===== config.mk =====
export PLATFORM = sky130hd
export DESIGN_NAME = countup_timer
export DESIGN_NICKNAME = d
export VERILOG_FILES = /design/src/rtl/countup_timer_pkg.sv /design/src/rtl/countup_timer_bcd2_inc.sv /design/src/rtl/countup_timer.sv
export SDC_FILE = /design/constraint.sdc
export NUM_CORES = 1
export LEC_CHECK = 0
export CAP_MARGIN = 10
export CORE_MARGIN = 3
export CORE_UTILIZATION = 40
export DETAILED_ROUTE_END_ITERATION = 6
export PLACE_DENSITY = 0.65
export REMOVE_ABC_BUFFERS = 1
export SLEW_MARGIN = 40
export SYNTH_ARGS = -nofsm -noshare
export SYNTH_HDL_FRONTEND = slang
export SYNTH_HIERARCHICAL = 1
export SYNTH_SLANG_ARGS = --single-unit

===== constraint.sdc =====
create_clock -name CP -period 5.7 [get_ports CP]
set_input_delay 1.14 -clock CP [delete_from_list [all_inputs] [get_ports CP]]
set_output_delay 1.14 -clock CP [all_outputs]
set_load 0.01 [all_outputs]

===== src/rtl/countup_timer_pkg.sv =====
// Shared definitions for the BCD hh:mm:ss count-up timer.
package countup_timer_pkg;

    localparam int unsigned BCD_W = 8;

    localparam logic [BCD_W-1:0] MOD_60 = 8'h59;
    localparam logic [BCD_W-1:0] MOD_24 = 8'h23;

    typedef enum logic [1:0] {
        ST_IDLE  = 2'd0,
        ST_RUN   = 2'd1,
        ST_PAUSE = 2'd2,
        ST_DONE  = 2'd3
    } state_e;

    // Both nibbles are decimal digits.
    function automatic logic bcd_digits_ok(input logic [BCD_W-1:0] v);
        return (v[7:4] <= 4'd9) && (v[3:0] <= 4'd9);
    endfunction

    // Valid BCD and not above the field terminal value (BCD order equals binary order).
    function automatic logic bcd_in_range(input logic [BCD_W-1:0] v,
                                          input logic [BCD_W-1:0] max);
        return bcd_digits_ok(v) && (v <= max);
    endfunction

    // Out-of-range load values collapse to zero.
    function automatic logic [BCD_W-1:0] bcd_sanitize(input logic [BCD_W-1:0] v,
                                                      input logic [BCD_W-1:0] max);
        return bcd_in_range(v, max) ? v : 8'h00;
    endfunction

endpackage


===== src/rtl/countup_timer_bcd2_inc.sv =====
// Combinational two-digit BCD incrementer with terminal value and carry.
module countup_timer_bcd2_inc
    import countup_timer_pkg::*;
(
    input  logic [7:0] value_i,
    input  logic [7:0] max_i,
    input  logic       cin_i,
    output logic [7:0] next_o,
    output logic       cout_o
);

    // Hold without carry-in; wrap to 00 at the terminal value; else +1 with digit carry.
    always_comb begin
        next_o = value_i;
        cout_o = 1'b0;
        if (cin_i) begin
            if (value_i == max_i) begin
                next_o = 8'h00;
                cout_o = 1'b1;
            end else if (value_i[3:0] == 4'd9) begin
                next_o = {4'(value_i[7:4] + 4'd1), 4'd0};
            end else begin
                next_o = {value_i[7:4], 4'(value_i[3:0] + 4'd1)};
            end
        end
    end

endmodule


===== src/rtl/countup_timer.sv =====
// BCD hh:mm:ss stopwatch: counts CE ticks while running, flags reaching a limit.
module countup_timer
    import countup_timer_pkg::*;
#(
    parameter logic [7:0] HOUR_MAX = MOD_24,
    parameter logic [7:0] MIN_MAX  = MOD_60,
    parameter logic [7:0] SEC_MAX  = MOD_60
) (
    input  logic       CP,
    input  logic       CR,
    input  logic       CE,
    input  logic       START,
    input  logic       STOP,
    input  logic       PE,
    input  logic [7:0] D_H,
    input  logic [7:0] D_M,
    input  logic [7:0] D_S,
    input  logic [7:0] LIM_H,
    input  logic [7:0] LIM_M,
    input  logic [7:0] LIM_S,
    output logic [7:0] Q_H,
    output logic [7:0] Q_M,
    output logic [7:0] Q_S,
    output logic       RUN,
    output logic       TC,
    output logic       DONE
);

    state_e     state_q;
    logic [7:0] cnt_h_q, cnt_m_q, cnt_s_q;
    logic       run_q, tc_q, done_q;

    logic [7:0] inc_h_d, inc_m_d, inc_s_d;
    logic       carry_s, carry_m;
    logic       unused_hour_cout;

    logic [7:0] ld_h, ld_m, ld_s;
    logic       lim_ok, lim_match;

    // Seconds -> minutes -> hours carry chain, resolved in one cycle.
    countup_timer_bcd2_inc u_inc_s (
        .value_i (cnt_s_q),
        .max_i   (SEC_MAX),
        .cin_i   (1'b1),
        .next_o  (inc_s_d),
        .cout_o  (carry_s)
    );

    countup_timer_bcd2_inc u_inc_m (
        .value_i (cnt_m_q),
        .max_i   (MIN_MAX),
        .cin_i   (carry_s),
        .next_o  (inc_m_d),
        .cout_o  (carry_m)
    );

    countup_timer_bcd2_inc u_inc_h (
        .value_i (cnt_h_q),
        .max_i   (HOUR_MAX),
        .cin_i   (carry_m),
        .next_o  (inc_h_d),
        .cout_o  (unused_hour_cout)
    );

    // Load sanitising and limit match on the incremented value.
    always_comb begin
        ld_h      = bcd_sanitize(D_H, HOUR_MAX);
        ld_m      = bcd_sanitize(D_M, MIN_MAX);
        ld_s      = bcd_sanitize(D_S, SEC_MAX);
        lim_ok    = bcd_in_range(LIM_H, HOUR_MAX) &&
                    bcd_in_range(LIM_M, MIN_MAX)  &&
                    bcd_in_range(LIM_S, SEC_MAX);
        lim_match = lim_ok && ({inc_h_d, inc_m_d, inc_s_d} == {LIM_H, LIM_M, LIM_S});
    end

    // Control FSM and count registers; priority PE > STOP > START > tick.
    always_ff @(posedge CP or posedge CR) begin
        if (CR) begin
            state_q <= ST_IDLE;
            cnt_h_q <= 8'h00;
            cnt_m_q <= 8'h00;
            cnt_s_q <= 8'h00;
            run_q   <= 1'b0;
            tc_q    <= 1'b0;
            done_q  <= 1'b0;
        end else begin
            tc_q <= 1'b0;
            if (PE) begin
                cnt_h_q <= ld_h;
                cnt_m_q <= ld_m;
                cnt_s_q <= ld_s;
                state_q <= ST_IDLE;
                run_q   <= 1'b0;
                done_q  <= 1'b0;
            end else if (STOP && (state_q != ST_IDLE)) begin
                // STOP has no effect in IDLE, so a concurrent START still applies there.
                unique case (state_q)
                    ST_RUN: begin
                        state_q <= ST_PAUSE;
                        run_q   <= 1'b0;
                    end
                    ST_PAUSE: begin
                        state_q <= ST_IDLE;
                        cnt_h_q <= 8'h00;
                        cnt_m_q <= 8'h00;
                        cnt_s_q <= 8'h00;
                    end
                    ST_DONE: begin
                        state_q <= ST_IDLE;
                        done_q  <= 1'b0;
                    end
                    default: begin
                        state_q <= ST_IDLE;
                    end
                endcase
            end else if (START) begin
                // A START edge never advances the count, even with CE present.
                if (state_q == ST_DONE) begin
                    cnt_h_q <= 8'h00;
                    cnt_m_q <= 8'h00;
                    cnt_s_q <= 8'h00;
                end
                state_q <= ST_RUN;
                run_q   <= 1'b1;
                done_q  <= 1'b0;
            end else if ((state_q == ST_RUN) && CE) begin
                cnt_h_q <= inc_h_d;
                cnt_m_q <= inc_m_d;
                cnt_s_q <= inc_s_d;
                if (lim_match) begin
                    tc_q    <= 1'b1;
                    state_q <= ST_DONE;
                    run_q   <= 1'b0;
                    done_q  <= 1'b1;
                end
            end
        end
    end

    assign Q_H  = cnt_h_q;
    assign Q_M  = cnt_m_q;
    assign Q_S  = cnt_s_q;
    assign RUN  = run_q;
    assign TC   = tc_q;
    assign DONE = done_q;

endmodule


Word level (Yosys, flattened, before mapping)
Cells that the tools add are included.
{ "word_totals": {"wordCells": 120, "inputBits": 54, "ram_bits": 0, "romBits": 0, "out_inout_bits": 27, "n_memories": 0, "regBits": 29, "latch_bits": 0} }
{ "classes": {"shift": 0, "muxes": 51, "n_addsub": 6, "n_reduce_logical": 24, "n_mul": 0, "n_bitwise": 0, "eq_ne": 14, "n_lt_le_gt_ge": 18, "div": 0} }
{ "op_table": {"columns": ["operator", "count"], "rows": [
  ["$mux W8", 25],
  ["$le A4 B4 Y1 const B", 12],
  ["$le A8 B7 Y1 const B", 4],
  ["$add A4 B1 Y4 const B", 6],
  ["$eq A24 B24 Y1", 1],
  ["$mux W1", 20],
  ["$logic_and A1 B1 Y1", 17],
  ["$eq A8 B7 Y1 const B", 2],
  ["$le A8 B6 Y1 const B", 2],
  ["$eq A4 B4 Y1 const B", 3],
  ["$mux W2", 6],
  ["$ne A3 B2 Y1 const B", 3],
  ["$reduce_and A3 Y1", 3],
  ["$eq A8 B6 Y1 const B", 1],
  ["$reduce_bool A4 Y1", 2],
  ["$eq A2 B2 Y1 const B", 2],
  ["$ne A4 B1 Y1 const B", 1],
  ["$eq A2 B1 Y1 const B", 1],
  ["$reduce_and A2 Y1", 1],
  ["$reduce_bool A2 Y1", 1]
]} }

Depth between registers and ports, before layout
Gate-level depths: netlist (run 1).
{ "logic_depth": {"ltp_word": 11, "mapped_depth": 15, "mapped_depth_nobuf": 14} }

Cells and area by module
Netlist (run 1), hierarchy kept.
{ "by_module_without_submodules": {"columns": ["mod", "n_inst", "cells_per_inst", "area_each_um2", "seq_area_each_um2"], "rows": [
  ["countup_timer", 1, 200, 1786.7, 725.7],
  ["countup_timer_bcd2_inc", 3, 47, 365.4, 0.0]
]} }

Least setup slack after synthesis (run 1)
Ideal clock, no wire load.
{ "synth_timing": {"kind": "register -> register", "start": "register cnt_s_q[2], in the netlist Q_S[2]", "end": "register run_q, in the netlist RUN", "path_stages_with_launch": 15, "path_buffers": 1, "arrival_ns": 3.325, "t_required_ns": 5.580, "slack_ns": 2.255, "path_cell_list": "dfrtp_1 buf_6 xnor2_2 nand4_2 nor3_4 inv_1 nor3_4 inv_1 nor3_4 nor2_1 xnor2_1 nand4_1 nor4_2 nand4_1 a31o_2"} }
{ "synth_between": {"elab_chain_cells": 8} }
{ "synth_rtl": {"columns": ["element", "line", "source"], "rows": [
  ["start, declared", "countup_timer.sv:30", "logic [7:0] cnt_h_q, cnt_m_q, cnt_s_q;"],
  ["start signal, assigned", "countup_timer.sv:91", "cnt_s_q <= ld_s;"],
  ["start signal, assigned", "countup_timer.sv:129", "cnt_s_q <= inc_s_d;"],
  ["$eq A8 B7 Y1", "countup_timer_bcd2_inc.sv:17", "if (value_i == max_i) begin"],
  ["$mux W1", "countup_timer_bcd2_inc.sv:17", null],
  ["net carry_s", "countup_timer.sv:34", "logic carry_s, carry_m;"],
  ["$mux W1", "countup_timer_bcd2_inc.sv:16", "if (cin_i) begin"],
  ["net carry_m", "countup_timer.sv:34", null],
  ["$mux W8", "countup_timer_bcd2_inc.sv:16", null],
  ["net inc_h_d[5]", "countup_timer.sv:33", "logic [7:0] inc_h_d, inc_m_d, inc_s_d;"],
  ["$eq A24 B24 Y1", "countup_timer.sv:73", "lim_match = lim_ok && ({inc_h_d, inc_m_d, inc_s_d} == {LIM_H, LIM_M, LIM_S});"],
  ["$logic_and A1 B1 Y1", "countup_timer.sv:73", null],
  ["$reduce_bool A4 Y1 (no source line)", null, null],
  ["$reduce_and A3 Y1 (no source line)", null, null],
  ["end signal, assigned", "countup_timer.sv:83", "run_q <= 1'b0;"],
  ["end signal, assigned", "countup_timer.sv:93", "run_q <= 1'b0;"],
  ["end signal, assigned", "countup_timer.sv:100", "run_q <= 1'b0;"],
  ["end, declared", "countup_timer.sv:31", "logic run_q, tc_q, done_q;"]
]} }
The timed path passes the listed nets, and every way through them passes these cells.
A chain may end at the register's enable or synchronous reset.

Final worst setup path (run 1)
Same ends and word-level chain as after synthesis.

==> reports/qor.yml, run 1 <==
outcome: "completed"
crit_required_ps: 5880
first_pass_iters: 4
grt-ovfl-total: 0
setup_viol: 0
max-cap-violations: 0
rows: 30
path_max_fanout: 12
viasPerCell: 5.123
p_per_area_mw_per_mm2: 187.8
die_h_um: 90.90
cts_tree: "yes"
htreeDepth: 2
wl_per_cell_um: 14.85
leakagePower_uw: 0.001568
path_class: "reg2reg"
crit_arrival_ps: 4110
cts_buffer_depth: 2
totalWireLength_um: 7974
post_cts.repair.setup_buffers: 0
hp-class: "reg2reg"
cts_num_sinks: 29
rsz0062_at_grt: "false"
async_flop_share_pct: 100.0
max_freq_mhz: 253.9
diodes: 0
postSynthAreaPerCell_um2: 8.454
worstSetupEndpointType: "flip-flop"
drc: 0
ys_ff_latch: 29
gp_congestion: 0.8499
tightest_slew_ps: 518.7
syn_inst: 341
io_pins: 81
antenna_found_initial: 0
cpPeakStageDelay_ps: 510
synth.distinct_cells: 49
crit_top_cell: "nor3_4"
num_vias: 2751
die_area_mm2: 0.008262
cp_slowest_cell: "nor3_4"
yosysTopAreaCellShare_pct: 25.17
place_hpwl_um: 6183
core-area_mm2: 0.006907
gr-usage-all-layers_pct: 19.76
grt_max_degree: 49
grt_pass1_wl_um: 13360
maxSlewHeadroom_pct: 65.31
fin_total_pwr_uw: 729.9
cts.clk_slew.worst_paths_ps: 60
period_needed_ps: 3938
synth_area_leaders: "dfrtp_1 (25%), xnor2_1 (13%), nor2_1 (6.5%)"
hold_viol: 0
synth.largest_area_cell: "dfrtp_1"
grt_pass1_vias: 2745
drive_gt1_share_pct: 6.576
numCtsBuffers: 5
layout.nets: 504
cts_hold_buffers: 0
dp.cells: 530
drt_iter0_markers: 150
drtAntennaViolNets: 0
numPortBuffers: 80
fin_crit_sh_pct: 69.09
syn_area_mm2: 0.002883
finalSetupTns_ps: 0
area_delta_synth_final_pct: 34.81
yosys_warnings: 6
path_cells: "xnor2_2 -> nand4_2 -> nor3_4 -> inv_1 -> nor3_4 -> inv_1 -> nor3_4 -> nor2_1 -> xnor2_1 -> nand4_1 -> nor4_2 -> nand4_1 -> a31o_2"
synth_edf_count: 0
clkLatencyLatePin_ps: 280
slew_viol_final: 0
finClkSkew_ps: 4.184
final_cells: 537
initial_utilization_pct: 41.74
ctsResizeCount: 0
ir_worst_vdd_uv: 75.48
synthFlopType: "dfrtp_1"
die_w_um: 90.90
ys_seq_area_share_pct: 25.17
startpoint_type: "flip-flop"
cts_root_buf: "clkbuf_8"
-- power by group --
group	internal [µW]	leakage [µW]	switching, µW
registers	225	0.000368	44.8
clock network	95.7	0.0000443	80.2
logic	154	0.00116	131
-- routing by layer --
metal  track usage (%)  vias up  wire (µm)
li1                  -     1388          -
met1             25.72     1279       3577
met2             33.05       74       3901
met3             4.167       10        404
met4             5.528        0         91
met5                 0        -          0
-- synth_stat cells, types with 2 or more instances --
cell type  count
nand4_1       10
xnor2_2        3
nor3_4         3
ha_1           9
nor2b_1        2
buf_6          7
buf_4          3
o2bb2ai_1      6
o22ai_1        3
xnor2_1       43
conb_1         2
and4b_1        2
nand4b_4       3
o31a_1         3
a211oi_1       2
nand3b_1       9
nor2_1        50
a31oi_1        6
clkbuf_1       3
mux2i_1        3
o21ai_0        8
nand4_2        3
a22oi_1       21
nand3_1       11
a21oi_1       26
nor3b_1        7
buf_2          5
xor2_1         3
dfrtp_1       29
nand2_1       15
inv_1         17
o21a_1         2
nand2b_1       3
nor3_1         4
-- path summary, 6_finish.rpt --
path | from | endpoint | slack [ps] | cells after the start
max in group asynchronous | CR | Q_H[0]$_DFFE_PP0P_ | 4170 | 3
max | Q_S[2]$_DFFE_PP0P_ | RUN$_DFFE_PP0P_ | 1760 | 13
min reg2reg | RUN$_DFFE_PP0P_ | RUN$_DFFE_PP0P_ | 550 | 1
max reg2reg | Q_S[2]$_DFFE_PP0P_ | RUN$_DFFE_PP0P_ | 1760 | 13
min | RUN$_DFFE_PP0P_ | RUN$_DFFE_PP0P_ | 550 | 1
min in group asynchronous | CR | Q_H[7]$_DFFE_PP0P_ | 1220 | 3
-- final cells by class --
cell class                 count  area [µm²]
sequential                    29       725.7
multi-input combinational    306        2074
timing repair buffer          82       815.8
inverter                      17       63.81
tap                           96       120.1
clock buffer                   7       86.33
fill                         671        3020
-- flip-flops by register name, indices dropped and copies added, names as in the netlist --
name,count
Q_M,8
RUN,1
DONE,1
state_q,2
Q_H,8
Q_S,8
TC,1
-- cells by family (layout without fill, tap and decap cells) --
kind of cell	Yosys count	count (layout)	share of synthesized area, %
buffers and inverters	35	106	6.988
adders and majority gates	9	9	3.906
AOI/OAI and AO/OA	83	83	19.31
xor gates and xnor gates	49	49	15.67
other	2	31	0.2605
DFF	29	29	25.17
and+or+nand+nor	131	131	27.65
muxes	3	3	1.042
-- through the flow --
step | cell area (µm²) | hold slack (ps) | setup slack (ps) | utilization [%]
2_1_floorplan | 2854 | 541.0 | 2282 | -
3_3_place_gp | 3799 | 547.0 | 1991 | 55.00
3_5_place_dp | 3800 | 535.1 | 1768 | 55.02
4_1_cts | 3886 | 554.3 | 1767 | 56.27
5_1_grt | 3886 | 590.7 | 1436 | 56.27
6_report | 3886 | 550.2 | 1762 | 56.27
-- layout by cell type, fill, tap and decap left out, types with 3 or more instances in the layout --
cell and n:
o21ai_0 8, nand3b_1 9, mux2i_1 3, clkdlybuf4s50_1 80, nand2_1 15, xor2_1 3
ha_1 9, inv_1 17, conb_1 31, nand2b_1 3, a31oi_1 6, nand4b_4 3
xnor2_2 3, nor3_1 4, nand4_2 3, nor3_4 3, nor3b_1 7, xnor2_1 43
a21oi_1 26, dfrtp_1 29, o2bb2ai_1 6, a22oi_1 21, nand3_1 11, clkbuf_8 6
nor2_1 50, o22ai_1 3, o31a_1 3, nand4_1 10
-- critical path, delay by kind of cell (launching register included) --
family,cells,cell delay [ps]
AND/OR/NAND/NOR,8,2270
flip-flops,1,490
XOR/XNOR,2,390
buffers and inverters,2,390
AO/OA/AOI/OAI,1,280
Power figures use the tool's default switching activity.
==> inputs of run 2 (changes only) <==
--- a/config.mk
+++ b/config.mk
@@ -9,7 +9,7 @@
 export CORE_MARGIN = 3
 export CORE_UTILIZATION = 40
 export DETAILED_ROUTE_END_ITERATION = 6
-export PLACE_DENSITY = 0.65
+export PLACE_DENSITY = 0.67
 export REMOVE_ABC_BUFFERS = 1
 export SLEW_MARGIN = 40
 export SYNTH_ARGS = -nofsm -noshare
==> constraint.sdc (replaced) <==
create_clock -name CP -period 3.55 [get_ports CP]
set_input_delay 0.71 -clock CP [delete_from_list [all_inputs] [get_ports CP]]
set_output_delay 0.71 -clock CP [all_outputs]
set_load 0.01 [all_outputs]
==> reports/qor.yml, run 2 (synthesized netlist as in run 1, its figures left out) <==
outcome: "completed"
gp_congestion: 0.8870
hold_viol: 0
tightest_slew_ps: 514.7
grt_max_degree: 49
drt_iter0_markers: 159
ir_worst_vdd_uv: 158.8
setup_viol: 0
cp_slowest_cell: "dfrtp_1"
drc: 0
max-cap-violations: 0
first_pass_iters: 4
cts_num_sinks: 29
finalSetupTns_ps: 0
die_h_um: 90.90
nFillCells: 668
gr-usage-all-layers_pct: 20.89
fin_crit_sh_pct: 94.00
antenna_found_initial: 0
leakagePower_uw: 0.001624
post_cts.repair.setup_buffers: 0
area_delta_synth_final_pct: 37.37
num_vias: 2868
crit_required_ps: 3730
p_per_area_mw_per_mm2: 308.2
grt_busiest_layer: "met2"
hp-class: "reg2reg"
maxSlewHeadroom_pct: 65.58
fin_ws_ps: 213.1
numPortBuffers: 80
slew_viol_final: 0
drtAntennaViolNets: 0
finClkSkew_ps: 4.062
io_pins: 81
layout_common_cells: "clkdlybuf4s50_1 (80), nor2_1 (50), xnor2_1 (43)"
initial_utilization_pct: 41.74
wl_per_cell_um: 15.55
final_common_cell: "clkdlybuf4s50_1"
drive_gt1_share_pct: 8.259
grt_pass1_wl_um: 13920
totalWireLength_um: 8461
cts_buffer_depth: 2
path_class: "reg2reg"
die_w_um: 90.90
clkLatencyLatePin_ps: 290
crit_top_cell: "nor3_4"
htreeDepth: 2
cts_tree: "yes"
met1_usage_pct: 26.80
ctsResizeCount: 0
path_cells: "xnor2_1 -> nand4_2 -> nor3_4 -> inv_1 -> nor3_4 -> inv_1 -> nor3_4 -> nor2_1 -> xnor2_1 -> nand4_1 -> nor4_4 -> nand4_1 -> a31o_2"
path_max_fanout: 6
layout.nets: 510
crit_arrival_ps: 3510
rows: 30
die_area_mm2: 0.008262
use_met2_pct: 35.52
cts_hold_buffers: 0
grt_pass1_vias: 2808
holdWs_ps: 570.3
place_hpwl_um: 6545
use_met3_pct: 4.083
core-area_mm2: 0.006907
place_ws_ps: 228.3
diodes: 0
numCtsBuffers: 5
cts.clk_slew.worst_paths_ps: 70
startpoint_type: "flip-flop"
worstSetupEndpointType: "flip-flop"
viasPerCell: 5.272
max_freq_mhz: 299.7
grt-ovfl-total: 0
cpPeakStageDelay_ps: 440
fin_total_pwr_uw: 1221
period_needed_ps: 3337
cts_root_buf: "clkbuf_8"
[run 2: worst paths after layout]
check,from,to,slack [ps],cells after the start
max,Q_S[1]$_DFFE_PP0P_,RUN$_DFFE_PP0P_,210,13
min,RUN$_DFFE_PP0P_,RUN$_DFFE_PP0P_,570,1
max reg2reg,Q_S[1]$_DFFE_PP0P_,RUN$_DFFE_PP0P_,210,13
min reg2reg,RUN$_DFFE_PP0P_,RUN$_DFFE_PP0P_,570,1
max in group asynchronous,CR,Q_M[6]$_DFFE_PP0P_,2450,3
min in group asynchronous,CR,state_q[0]$_DFFE_PP0P_,810,3
[run 2: routing by layer]
metal / wire length [µm] / share of wire, %
met1: 3743 / 44
met2: 4114 / 49
met3: 481 / 5.7
met4: 121 / 1.4
met5: 0 / 0
[run 2: final cells by class]
cell class / instances / area [µm²] / area share [%]
multi-input cells: 306 / 2088 / 52.73
repair buffers: 88 / 860.8 / 21.74
flip-flops and latches: 29 / 725.7 / 18.33
well taps: 96 / 120.1 / 3.033
clock buffers: 7 / 96.34 / 2.433
inverters: 17 / 63.81 / 1.611
clock inverters: 1 / 5.005 / 0.1264
[run 2: where the power goes]
group	leakage, µW	internal (µW)	switching [µW]	total (µW)
Clock	0.0000542	175	136	311
Sequential	0.000368	361	64.9	426
Combinational	0.00120	255	228	483
Total	0.00162	792	429	1220
[run 2: stage by stage]
stage / utilization, % / cells / cell area [µm²]
after detailed placement: 55.65 / 536 / 3844
after CTS: 57.12 / 544 / 3945
after global routing: 57.34 / 544 / 3960
after global placement: 55.65 / 536 / 3844
after floorplan: - / 352 / 2854
final: 57.34 / 544 / 3960
[run 2: worst max-delay path: cells and delay by family, from the launching register on]
kind,cells,cell delay (ps)
simple gates,8,1810
compound gates,1,290
buf+inv,2,280
flops,1,440
xor+xnor,2,400
==> inputs of run 3 (changes only) <==
--- a/config.mk
+++ b/config.mk
@@ -5,11 +5,11 @@
 export SDC_FILE = /design/constraint.sdc
 export NUM_CORES = 1
 export LEC_CHECK = 0
-export CAP_MARGIN = 10
 export CORE_MARGIN = 3
 export CORE_UTILIZATION = 40
 export DETAILED_ROUTE_END_ITERATION = 6
 export PLACE_DENSITY = 0.67
+export RECOVER_POWER = 25
 export REMOVE_ABC_BUFFERS = 1
 export SLEW_MARGIN = 40
 export SYNTH_ARGS = -nofsm -noshare
==> reports/qor.yml, run 3 (synthesized netlist as in run 1, its figures left out) <==
outcome: "finished, violations left"
violations: "max-capacitance violations, max-slew violations"
cts_tree: "yes"
cpLargestDelayFamily: "simple AND/OR/NAND/NOR gates"
cpPeakStageDelay_ps: 440
num_vias: 2865
crit_arrival_ps: 3510
clkLatencyLatePin_ps: 290
path_buf_inv: 2
wl_per_cell_um: 15.58
gr-usage-all-layers_pct: 20.89
crit_top_cell: "nor3_4"
diodes: 0
layout.nets: 510
antenna_found_initial: 0
final_common_cell: "clkdlybuf4s50_1"
grt_pass1_wl_um: 13920
grt-ovfl-total: 0
hp-class: "reg2reg"
die_w_um: 90.90
cts.clk_slew.worst_paths_ps: 70
reg2reg_depth: 13
die_h_um: 90.90
die_area_mm2: 0.008262
totalWireLength_um: 8476
core-area_mm2: 0.006907
maxSlewHeadroom_pct: -16.46
first_pass_iters: 4
period_needed_ps: 3338
leakagePower_uw: 0.001620
final_cells: 544
area_delta_synth_final_pct: 37.24
place_hpwl_um: 6545
numCtsBuffers: 5
grt_max_degree: 49
r2r_setup_slack_ps: 210
dp.cells: 536
hold-path-endpoint: "RUN$_DFFE_PP0P_"
p_per_area_mw_per_mm2: 308.4
worstSetupEndpointType: "flip-flop"
io_pins: 81
max-cap-violations: 1
path_depth: 13
worstHoldStart: "RUN$_DFFE_PP0P_"
slew_viol_final: 30
drt_iter0_markers: 159
layout_common_cells: "clkdlybuf4s50_1 (79), nor2_1 (50), xnor2_1 (43)"
ir_worst_vdd_uv: 158.9
drtAntennaViolNets: 0
cts_buffer_depth: 2
tightest_slew_ps: 1747
fin_crit_sh_pct: 94.02
path_max_fanout: 6
cp_slowest_cell: "dfrtp_1"
holdPathStages: 1
max_freq_mhz: 299.6
cts_num_sinks: 29
rows: 30
setup_viol: 0
viasPerCell: 5.267
hold_viol: 0
holdWs_ps: 570.3
post_cts.repair.setup_buffers: 0
numPortBuffers: 80
crit_required_ps: 3730
finClkSkew_ps: 4.145
startpoint_type: "flip-flop"
path_cells: "xnor2_1 -> nand4_2 -> nor3_4 -> inv_1 -> nor3_4 -> inv_1 -> nor3_4 -> nor2_1 -> xnor2_1 -> nand4_1 -> nor4_4 -> nand4_1 -> a31o_2"
initial_utilization_pct: 41.74
drive_gt1_share_pct: 8.036
r2r-start: "Q_S[1]$_DFFE_PP0P_"
path_class: "reg2reg"
grt_pass1_vias: 2808
htreeDepth: 2
worstReg2RegEnd: "RUN$_DFFE_PP0P_"
gp_congestion: 0.8870
drc: 0
cts_root_buf: "clkbuf_8"
==> run 3: changes by cell type in the layout (fill, tap and decap cells not counted), sizes merged <==
cell           change
dlygate4sd3        +1
clkdlybuf4s50      -1
buf                -1
clkbuf             +1
==> run 3: final cells by class <==
| type | instances | area [µm²] |
|---|---|---|
| Tap cell | 96 | 120.1 |
| Multi-Input combinational cell | 306 | 2088 |
| Clock buffer | 7 | 96.34 |
| Timing Repair Buffer | 88 | 857.1 |
| Fill cell | 670 | 2950 |
| Clock inverter | 1 | 5.005 |
| Inverter | 17 | 63.81 |
| Sequential cell | 29 | 725.7 |
==> run 3: routing by layer <==
layer / vias to the layer above / global-route usage, % / wire, µm
li1: 1400 / - / -
met1: 1359 / 26.80 / 3757
met2: 94 / 35.52 / 4117
met3: 12 / 4.083 / 480
met4: 0 / 6.156 / 121
met5: - / 0 / 0
==> run 3: worst max path at each step <==
stage                                  start              end
after floorplan           Q_S[2]$_DFFE_PP0P_  RUN$_DFFE_PP0P_
after global placement    Q_S[4]$_DFFE_PP0P_  RUN$_DFFE_PP0P_
after detailed placement  Q_S[1]$_DFFE_PP0P_  RUN$_DFFE_PP0P_
after CTS                 Q_S[1]$_DFFE_PP0P_  RUN$_DFFE_PP0P_
after global routing      Q_S[1]$_DFFE_PP0P_  RUN$_DFFE_PP0P_
final                     Q_S[1]$_DFFE_PP0P_  RUN$_DFFE_PP0P_
==> run 3: worst reg2reg max path: stages, from the launching register on <==
cell and delay, ps:
dfrtp_1 440, xnor2_1 210, nand4_2 160, nor3_4 200
inv_1 110, nor3_4 300, inv_1 170, nor3_4 290
nor2_1 120, xnor2_1 190, nand4_1 180, nor4_4 360
nand4_1 210, a31o_2 290
==> run 3: what timing repair did <==
item,in CTS,in global routing
setup endpoints to repair,0,3
hold buffers,0,0
hold endpoints to repair,0,0
resized for setup,0,2
==> run 3: power by group <==
part,internal [µW],total [µW],switching [µW]
Sequential,361,426,64.9
Combinational,255,483,228
Clock,175,311,136
Total,791,1220,429
==> run 3: per-stage QoR <==
step / util (%) / power (µW) / worst slack [ps] / TNS, ps / cell area (µm²)
floorplan: - / 694.5 / 132.2 / 0 / 2854
global placement: 55.65 / 904.4 / 386.2 / 0 / 3844
detailed placement: 55.65 / 910.0 / 228.3 / 0 / 3844
CTS: 57.12 / 1225 / 213.5 / 0 / 3945
global route: 57.28 / 1294 / -10.94 / -10.94 / 3956
finish: 57.28 / 1220 / 212.2 / 0 / 3956
